<file path="config.mk">
export PLATFORM = sky130hd
export DESIGN_NAME = gate_unit_arbiter
export DESIGN_NICKNAME = d
export VERILOG_FILES = /design/src/rtl/gate_unit_arbiter.sv
export SDC_FILE = /design/constraint.sdc
export NUM_CORES = 1
export LEC_CHECK = 0
export ABC_AREA = 1
export CAP_MARGIN = 20
export CELL_PAD_IN_SITES_DETAIL_PLACEMENT = 0
export CELL_PAD_IN_SITES_GLOBAL_PLACEMENT = 1
export CORE_ASPECT_RATIO = 1.2
export CORE_MARGIN = 2
export CORE_UTILIZATION = 33
export DETAILED_ROUTE_END_ITERATION = 10
export HOLD_SLACK_MARGIN = 0.02
export PLACE_DENSITY_LB_ADDON = 0.1
export SKIP_CTS_REPAIR_TIMING = 1
export SYNTH_ARGS = -nofsm -noshare
export SYNTH_HDL_FRONTEND = slang
export SYNTH_SLANG_ARGS = --single-unit
</file>
<file path="constraint.sdc">
create_clock -name clk -period 5.55 [get_ports clk]
set_clock_uncertainty 0.1 [all_clocks]
set_input_delay 1.11 -clock clk [delete_from_list [all_inputs] [get_ports clk]]
set_output_delay 1.11 -clock clk [all_outputs]
set_load 0.02 [all_outputs]
</file>
<file path="src/rtl/gate_unit_arbiter.sv">
// gate_unit_arbiter
//
// Round-robin front end for a shared, registered multi-function gate unit.
// One request is accepted at a time. It is evaluated one cycle later, and
// the result is returned with the id of the requester that was served.
// The response channel uses a valid/ready handshake.
//
// Ports:
//   clk        rising-edge clock
//   rst_n      synchronous active-low reset
//   req_valid  per-requester request valid             [NUM_REQ]
//   req_ready  one-hot combinational accept strobe      [NUM_REQ]
//   req_op     opcodes, requester i at [3i+:3]          [3*NUM_REQ]
//   req_a      operand A, requester i at [WIDTH*i+:W]   [WIDTH*NUM_REQ]
//   req_b      operand B, same packing as req_a         [WIDTH*NUM_REQ]
//   rsp_valid  response valid
//   rsp_ready  response consumer ready
//   rsp_id     index of the served requester            [ID_W]
//   rsp_data   gate result                              [WIDTH]
//   busy       high while a request is in flight (EXEC or RESP)
//   op_count   saturating count of completed responses  [16]
//              (present only when GATE_ARB_OPCNT_EN is defined)
//
// Opcodes: 0 NOT a, 1 AND, 2 OR, 3 NAND, 4 NOR, 5 XOR, 6 XNOR, 7 BUF a.
//
// Optional feature macro: GATE_ARB_OPCNT_EN

module gate_unit_arbiter #(
  parameter int NUM_REQ = 4,
  parameter int WIDTH   = 8,
  parameter int ID_W    = 2
) (
  input  logic                     clk,
  input  logic                     rst_n,
  input  logic [NUM_REQ-1:0]       req_valid,
  output logic [NUM_REQ-1:0]       req_ready,
  input  logic [3*NUM_REQ-1:0]     req_op,
  input  logic [WIDTH*NUM_REQ-1:0] req_a,
  input  logic [WIDTH*NUM_REQ-1:0] req_b,
  output logic                     rsp_valid,
  input  logic                     rsp_ready,
  output logic [ID_W-1:0]          rsp_id,
  output logic [WIDTH-1:0]         rsp_data,
`ifdef GATE_ARB_OPCNT_EN
  output logic                     busy,
  output logic [15:0]              op_count
`else
  output logic                     busy
`endif
);

  typedef enum logic [1:0] {
    IDLE = 2'd0,
    EXEC = 2'd1,
    RESP = 2'd2
  } state_e;

  state_e            state_q, state_d;
  logic [ID_W-1:0]   ptr_q, ptr_d;
  logic [ID_W-1:0]   id_q;
  logic [2:0]        op_q;
  logic [WIDTH-1:0]  a_q, b_q;
  logic [WIDTH-1:0]  data_q;

  logic              grantFound;
  logic [ID_W-1:0]   grantIdx;
  logic [ID_W:0]     scanSum;
  logic              handshake;

  logic [2:0]        opArr [NUM_REQ];
  logic [WIDTH-1:0]  aArr  [NUM_REQ];
  logic [WIDTH-1:0]  bArr  [NUM_REQ];

  // Unpack the flat request buses into per-requester views.
  always_comb begin
    for (int i = 0; i < NUM_REQ; i++) begin
      opArr[i] = req_op[3*i +: 3];
      aArr[i]  = req_a[WIDTH*i +: WIDTH];
      bArr[i]  = req_b[WIDTH*i +: WIDTH];
    end
  end

  // Round-robin scan: the first valid requester at or above ptr wins,
  // wrapping from NUM_REQ-1 back to 0. ptr + i never exceeds 2*NUM_REQ-2,
  // so one subtraction brings it back into range.
  always_comb begin
    grantFound = 1'b0;
    grantIdx   = '0;
    scanSum    = '0;
    for (int i = 0; i < NUM_REQ; i++) begin
      scanSum = {1'b0, ptr_q} + (ID_W+1)'(i);
      if (scanSum >= (ID_W+1)'(NUM_REQ)) begin
        scanSum = scanSum - (ID_W+1)'(NUM_REQ);
      end
      if (!grantFound && req_valid[scanSum[ID_W-1:0]]) begin
        grantFound = 1'b1;
        grantIdx   = scanSum[ID_W-1:0];
      end
    end
  end

  // The accept strobe is only offered in IDLE. It is held low while reset
  // is asserted, so a requester cannot see an acceptance that is discarded.
  always_comb begin
    req_ready = '0;
    if (rst_n && state_q == IDLE && grantFound) begin
      req_ready[grantIdx] = 1'b1;
    end
  end

  assign handshake = (state_q == RESP) && rsp_ready;

  // Next-state logic. After a response handshake, the pointer moves one
  // past the requester just served, giving that requester the lowest
  // priority on the next arbitration.
  always_comb begin
    state_d = state_q;
    ptr_d   = ptr_q;
    unique case (state_q)
      IDLE: begin
        if (grantFound) begin
          state_d = EXEC;
        end
      end
      EXEC: begin
        state_d = RESP;
      end
      RESP: begin
        if (rsp_ready) begin
          state_d = IDLE;
          if (id_q == ID_W'(NUM_REQ - 1)) begin
            ptr_d = '0;
          end else begin
            ptr_d = id_q + ID_W'(1);
          end
        end
      end
      default: begin
        state_d = IDLE;
      end
    endcase
  end

  // The gate function. Operand b is unused by NOT and BUF.
  function automatic logic [WIDTH-1:0] gateEval(input logic [2:0] op,
                                                input logic [WIDTH-1:0] a,
                                                input logic [WIDTH-1:0] b);
    logic [WIDTH-1:0] r;
    unique case (op)
      3'd0:    r = ~a;
      3'd1:    r = a & b;
      3'd2:    r = a | b;
      3'd3:    r = ~(a & b);
      3'd4:    r = ~(a | b);
      3'd5:    r = a ^ b;
      3'd6:    r = ~(a ^ b);
      default: r = a;
    endcase
    return r;
  endfunction

  // State, pointer and datapath registers. The request is captured on the
  // accept edge and evaluated in EXEC. A reset clears the result register,
  // so an in-flight result is never presented.
  always_ff @(posedge clk) begin
    if (!rst_n) begin
      state_q <= IDLE;
      ptr_q   <= '0;
      id_q    <= '0;
      op_q    <= '0;
      a_q     <= '0;
      b_q     <= '0;
      data_q  <= '0;
    end else begin
      state_q <= state_d;
      ptr_q   <= ptr_d;
      if (state_q == IDLE && grantFound) begin
        id_q <= grantIdx;
        op_q <= opArr[grantIdx];
        a_q  <= aArr[grantIdx];
        b_q  <= bArr[grantIdx];
      end
      if (state_q == EXEC) begin
        data_q <= gateEval(op_q, a_q, b_q);
      end
    end
  end

  assign rsp_valid = (state_q == RESP);
  assign rsp_id    = id_q;
  assign rsp_data  = data_q;
  assign busy      = (state_q != IDLE);

`ifdef GATE_ARB_OPCNT_EN
  logic [15:0] opCount_q;

  // Completed-response counter. It saturates at all-ones instead of
  // wrapping.
  always_ff @(posedge clk) begin
    if (!rst_n) begin
      opCount_q <= '0;
    end else if (handshake && opCount_q != 16'hFFFF) begin
      opCount_q <= opCount_q + 16'd1;
    end
  end

  assign op_count = opCount_q;
`else
  logic unusedHandshake;
  assign unusedHandshake = handshake;
`endif

endmodule
</file>
==> results of run 1 <==
==> critical path: cells and delay by family <==
| family | cells | cell delay [ns] |
|---|---|---|
| buffers and inverters | 4 | 1.34 |
| AND/OR/NAND/NOR | 7 | 0.93 |
| AO/OA/AOI/OAI | 1 | 0.15 |
==> metal layers <==
layer  routed length (um)  vias to the layer above  GRT usage (%)
li1                     -                     1705              -
met5                    0                        -              0
met2                 4170                       91           31.1
met4                   61                        0           4.16
met1                 3910                     1413           23.3
met3                  502                        2           4.27
==> state kept, by name (all words and copies together), names as in the netlist <==
name / flops
ptr_q: 2
state_q: 2
a_q: 8
rsp_data: 8
rsp_id: 2
b_q: 8
op_q: 3
==> path summary, 6_finish.rpt <==
check / from / to / slack, ns / cells after the start
worst min-delay path: rsp_data[5] / rsp_data[5] / 0.36 / 2
worst max register to register: ptr_q[0] / a_q[4] / 2.88 / 13
worst min register to register: rsp_data[5] / rsp_data[5] / 0.36 / 2
worst max-delay path: req_valid[3] / req_ready[0] / 0.80 / 12
==> power by group through the flow <==
stage	clock (mW)	sequential, mW	combinational [mW]
after floorplan	0	0.336	0.403
after global placement	0	0.333	0.573
after detailed placement	0	0.335	0.580
after CTS	0.190	0.330	0.582
after global routing	0.201	0.338	0.649
final	0.183	0.330	0.577
==> Yosys cell counts (2+ instances only) <==
master / count / area share [%]
nand2_1: 129 / 17
nand3_1: 66 / 11
inv_1: 45 / 5.9
nor2_1: 40 / 5.2
dfxtp_1: 33 / 23
a21oi_1: 24 / 4.2
o21ai_0: 21 / 3.6
ha_1: 17 / 7.4
nand2_2: 15 / 3.3
o221ai_1: 7 / 2.1
o211ai_1: 6 / 1.6
o22ai_1: 6 / 1.3
o31ai_1: 6 / 1.6
buf_4: 5 / 1.3
buf_6: 5 / 2.0
clkbuf_1: 5 / 0.65
nor3_1: 5 / 0.87
o21ai_1: 5 / 0.87
buf_2: 3 / 0.52
inv_2: 3 / 0.39
nand4_1: 3 / 0.65
nand3_2: 2 / 0.69
nor2_8: 2 / 1.4
==> logic make-up after synthesis <==
group	count (synthesis)	share of synthesized area [%]
simple gates	269	43.0
fa+ha+maj	17	7.37
buf+inv	69	11.5
flops	33	22.9
compound gates	75	15.2
==> cells in the final DEF (no fill, tap or decap) <==
master,instances
nor3_1,5
a21oi_1,24
clkbuf_8,6
inv_1,45
nor2_4,1
o21ai_1,5
nor2_2,1
ha_1,17
nand3_4,1
nor2_1,40
dfxtp_1,33
nand2_2,15
clkdlybuf4s50_1,98
nor2_8,2
o21ai_0,21
o221ai_1,7
nand2_1,129
or2_1,1
inv_4,1
nand3_2,2
nand2_8,1
buf_4,2
o211ai_1,6
o31ai_1,6
o22ai_1,6
nand3_1,66
inv_2,3
nand4_1,3
clkbuf_1,1
nor4_1,1
nand2_4,1
==> cell type report <==
class	count	area, um^2	area share, %
well taps	117	146	3.69
inverters	49	186	4.70
clock buffers	7	86.3	2.18
multi-input cells	361	1890	47.7
repair buffers	100	996	25.1
flip-flops and latches	33	661	16.6
==> out/summary.txt, run 1 <==
Status - finished, final reports clean
Place WS - 0.790 ns
Root Driver - clkbuf_8
Worst-case clock buffer depth - 2
First-pass GRT wire length - 13.9 mm
Int Power - 0.620 mW
CTS tree - done
Yosys warns - 0
Initial antenna violation count - 0
Final GP Congestion - 0.836
Final TNS setup - 0 ns
HPWL after DPL - 6.80 mm
Setup crit end kind - primary output
Sw Ratio - 43.2%
Max_cap viols - 0
DRC viols - 0
Initial Utilization - 33.9%
Clock Sinks - 33
Crit path top cell by count - nand2_1
Die W - 89.4 um
Syn Inst Count - 463
Initial DRC Count - 122
Cell variety after synth - 33
Vias per cell - 4.81
Antenna-violating nets left - 0
Fraction of registers with async set/reset - 0%
Util after Layout - 46.6%
Grt ovf - 0
Die H - 106 um
DR pass1 iterations - 4
Crit-path max FO - 44
Slew Limit Fails - 0
Final WL - 8.64 mm
Fin. Hold Viols - 0
CP required - 4.34 ns
Final worst slack - 0.796 ns
Syn nets - 563
Slowest CP cell - clkdlybuf4s50_1
Placed Cells - 660
Io pins - 99
Yosys reg bits - 33
Cell Count, Final, Fillers Out - 667
Sequential area share after synthesis - 22.9%
PwrDens - 275 nW/um^2
Reg clk slew, reported paths - 0.07 ns
Layout cell share with drive strength beyond 1 - 6.55%
Worst-Margin Slew - 0.479 ns
Synthesis-to-finish area growth - 37.5%
Clock power share - 16.8%
Largest net degree at the start of global routing - 45
CP arrival - 3.54 ns
Hold WC Path Type - flip-flop to flip-flop
FMAX - 210 MHz
Vias in the first global route - 2941
Setup Viol. Count Final - 0
Flop pwr share - 30.3%
# fillers - 901
Number of flops mapped to enable cells by yosys - 0
RSZ-0062 raised after global routing - no
Tcrit/Tclk final - 85.7%
Main synth FF type - dfxtp_1
Fin crit period - 4.75 ns
Crit start category - input pin
H-Tree Depth - 2
GRT Util Overall - 18.4%
Avg Inst Size Synth - 6.23 um^2
Final instance area - 3970 um^2
Leakage - 1.77 nW
Vias - 3211
PortBufs - 98
Placed cell areas - 3880 um^2
Cell Rows - 37
CP Class - input pin to primary output
Core area - 8520 um^2
Psw - 0.471 mW
Num CTS Buffers - 5
WHS - 0.363 ns
Post-synthesis cell area - 2890 um^2
Clk_lat worst skew - 0.28 ns
Crit-path max cell delay - 0.63 ns
Routed len/inst - 13.0 um
Max IR drop VDD - 0.000101 V
Nets - 650
Diodes inserted - 0
Die area - 9510 um^2
Combinational Power Share - 52.9%
Power, Total - 1.09 mW
Crit-path cells - clkdlybuf4s50_1 > inv_1 > nand2_1 > nand2_1 > nand2_1 > nand2_2 > a21oi_1 > nand2_2 > nand2_8 > inv_1 > nor3_1 > clkdlybuf4s50_1
Rel. slew slack - 68.0%
No activity file was read; power rests on OpenSTA's default activity.
==> inputs of run 2 (changes only) <==
--- a/config.mk
+++ b/config.mk
@@ -14,7 +14,7 @@
 export CORE_UTILIZATION = 33
 export DETAILED_ROUTE_END_ITERATION = 10
 export HOLD_SLACK_MARGIN = 0.02
-export PLACE_DENSITY_LB_ADDON = 0.1
+export PLACE_DENSITY = 0.94
 export SKIP_CTS_REPAIR_TIMING = 1
 export SYNTH_ARGS = -nofsm -noshare
 export SYNTH_HDL_FRONTEND = slang
==> out/summary.txt, run 2 (same netlist as run 1, synthesis figures left out) <==
Crit-path cells - clkdlybuf4s50_1 > inv_1 > nand2_1 > nand3_1 > nand2_2 > nor2_4 > nand2_1 > or2_1 > nand2_2 > inv_2 > nand2_1 > nor3_1 > clkdlybuf4s50_1 (was clkdlybuf4s50_1 > inv_1 > nand2_1 > nand2_1 > nand2_1 > nand2_2 > a21oi_1 > nand2_2 > nand2_8 > inv_1 > nor3_1 > clkdlybuf4s50_1)
Commonest non-fill, non-tap cells in the layout - nand2_1, clkdlybuf4s50_1, nand3_1 (unchanged)
Hold endpoint - rsp_data[0] (was rsp_data[5])
Worst r2r dst - b_q[2] (was a_q[4])
Vias per cell - 4.77 (was 4.81)
PortBufs - 98 (unchanged)
R2R depth - 13 (unchanged)
CP Class - input pin to primary output (unchanged)
CP required - 4.34 ns (about the same)
FMAX - 199 MHz (was 210 MHz)
Num CTS Buffers - 5 (unchanged)
Rel. slew slack - 57.3% (was 68.0%)
Synthesis-to-finish area growth - 38.1% (was 37.5%)
WHS - 0.364 ns (was 0.363 ns)
Core area - 8520 um^2 (unchanged)
Clock Sinks - 33 (unchanged)
Cell Count, Final, Fillers Out - 666 (was 667)
Min-delay src - rsp_data[0] (was rsp_data[5])
Die W - 89.4 um (unchanged)
Max IR drop VDD - 0.000125 V (was 0.000101 V)
Worst-case clock buffer depth - 2 (unchanged)
Setup crit end kind - primary output (unchanged)
Nets - 648 (was 650)
First-pass GRT wire length - 13.3 mm (was 13.9 mm)
Largest net degree at the start of global routing - 45 (unchanged)
Setup Viol. Count Final - 0 (unchanged)
Initial antenna violation count - 0 (unchanged)
Io pins - 99 (unchanged)
Final WL - 7.90 mm (was 8.64 mm)
Power, Total - 1.13 mW (was 1.09 mW)
Crit path top cell by count - nand2_1 (unchanged)
Status - finished, final reports clean (unchanged)
Root Driver - clkbuf_8 (unchanged)
Die H - 106 um (unchanged)
Crit start category - input pin (unchanged)
Fin crit period - 5.02 ns (was 4.75 ns)
PwrDens - 284 nW/um^2 (was 275 nW/um^2)
Cell Rows - 37 (unchanged)
Initial DRC Count - 196 (was 122)
Initial Utilization - 33.9% (unchanged)
Crit-path max cell delay - 0.63 ns (about the same)
Most common cell after layout, fill and taps aside - nand2_1 (unchanged)
Reg clk slew, reported paths - 0.06 ns (was 0.07 ns)
Slew Limit Fails - 0 (unchanged)
Slowest CP cell - clkdlybuf4s50_1 (unchanged)
Fin. Hold Viols - 0 (unchanged)
Antenna-violating nets left - 0 (unchanged)
Vias in the first global route - 3043 (was 2941)
Crit-path max FO - 39 (was 44)
Die area - 9510 um^2 (unchanged)
WP buf/inv - 4 (unchanged)
Tcrit/Tclk final - 90.4% (was 85.7%)
Final GP Congestion - 0.878 (was 0.836)
DR pass1 iterations - 5 (was 4)
Placed Cells - 658 (was 660)
Critical register-to-register path startpoint - ptr_q[0] (unchanged)
Leakage - 1.77 nW (about the same)
HPWL after DPL - 6.24 mm (was 6.80 mm)
CP arrival - 3.81 ns (was 3.54 ns)
Cell family with most CP delay - buffers and inverters (unchanged)
Worst reg-to-reg setup slack - 2.97 ns (was 2.88 ns)
Max_cap viols - 0 (unchanged)
DRC viols - 0 (unchanged)
Diodes inserted - 0 (unchanged)
RSZ-0062 raised after global routing - no (unchanged)
WHS Path Cells - 2 (unchanged)
Routed len/inst - 11.9 um (was 13.0 um)
Grt ovf - 0 (unchanged)
CTS tree - done (unchanged)
Final TNS setup - 0 ns (unchanged)
Vias - 3177 (was 3211)
GRT Util Overall - 17.0% (was 18.4%)
Clk_lat worst skew - 0.29 ns (was 0.28 ns)
Layout cell share with drive strength beyond 1 - 6.56% (was 6.55%)
Hold WC Path Type - flip-flop to flip-flop (unchanged)
Critical Path Start - req_valid[1] (was req_valid[3])
Worst-Margin Slew - 0.639 ns (was 0.479 ns)
H-Tree Depth - 2 (unchanged)
run 2: cell count changes in the layout (fill, tap and decap cells not counted), sizes merged:
cell,change
buf,-2
bufinv,+1
clkbuf,-1
clkinvlp,+1
run 2: tightest hold or removal path, stage by stage, from the launching register on:
cell     delay (ns)
dfxtp_1        0.31
nand2_1        0.06
a21oi_1        0.05
run 2: cell type report:
type,instances,area (um^2)
fill,898,4530
multi-input combinational,361,1890
timing repair buffer,98,981
sequential,33,661
inverter,49,186
tap,117,146
clock buffer,6,82.6
clock inverter,2,37.5
run 2: per-stage QoR:
stage          cell area [um^2]  setup WS (ns)  utilization [%]
3_3_place_gp               3870          0.634             45.4
3_5_place_dp               3870          0.539             45.4
4_1_cts                    3990          0.538             46.8
5_1_grt                    3990          0.220             46.8
2_1_floorplan              2890           1.80                -
6_report                   3990          0.530             46.8
run 2: worst max-delay path by stage:
stage,end,cells past startpoint
finish,req_ready[1],13
global route,req_ready[2],13
CTS,req_ready[3],13
detailed placement,req_ready[3],13
global placement,req_ready[3],13
floorplan,req_ready[2],10
run 2: per-layer routing:
metal,global-route usage [%],up-vias,routed length (um)
met5,0,-,0
met4,4.80,0,77
met3,3.11,6,436
met2,27.0,94,3640
met1,23.3,1375,3750
li1,-,1702,-
run 2: where the power goes:
part	switching [mW]	internal (mW)
clock	0.0900	0.146
sequential	0.0449	0.285
combinational	0.333	0.233
total	0.468	0.665
==> inputs of run 3 (changes only) <==
--- a/config.mk
+++ b/config.mk
@@ -16,6 +16,7 @@
 export HOLD_SLACK_MARGIN = 0.02
 export PLACE_DENSITY = 0.94
 export SKIP_CTS_REPAIR_TIMING = 1
+export SLEW_MARGIN = 20
 export SYNTH_ARGS = -nofsm -noshare
 export SYNTH_HDL_FRONTEND = slang
 export SYNTH_SLANG_ARGS = --single-unit
==> results of run 3 <==
The final DEF is identical to that of run 2; final timing and power are the same.
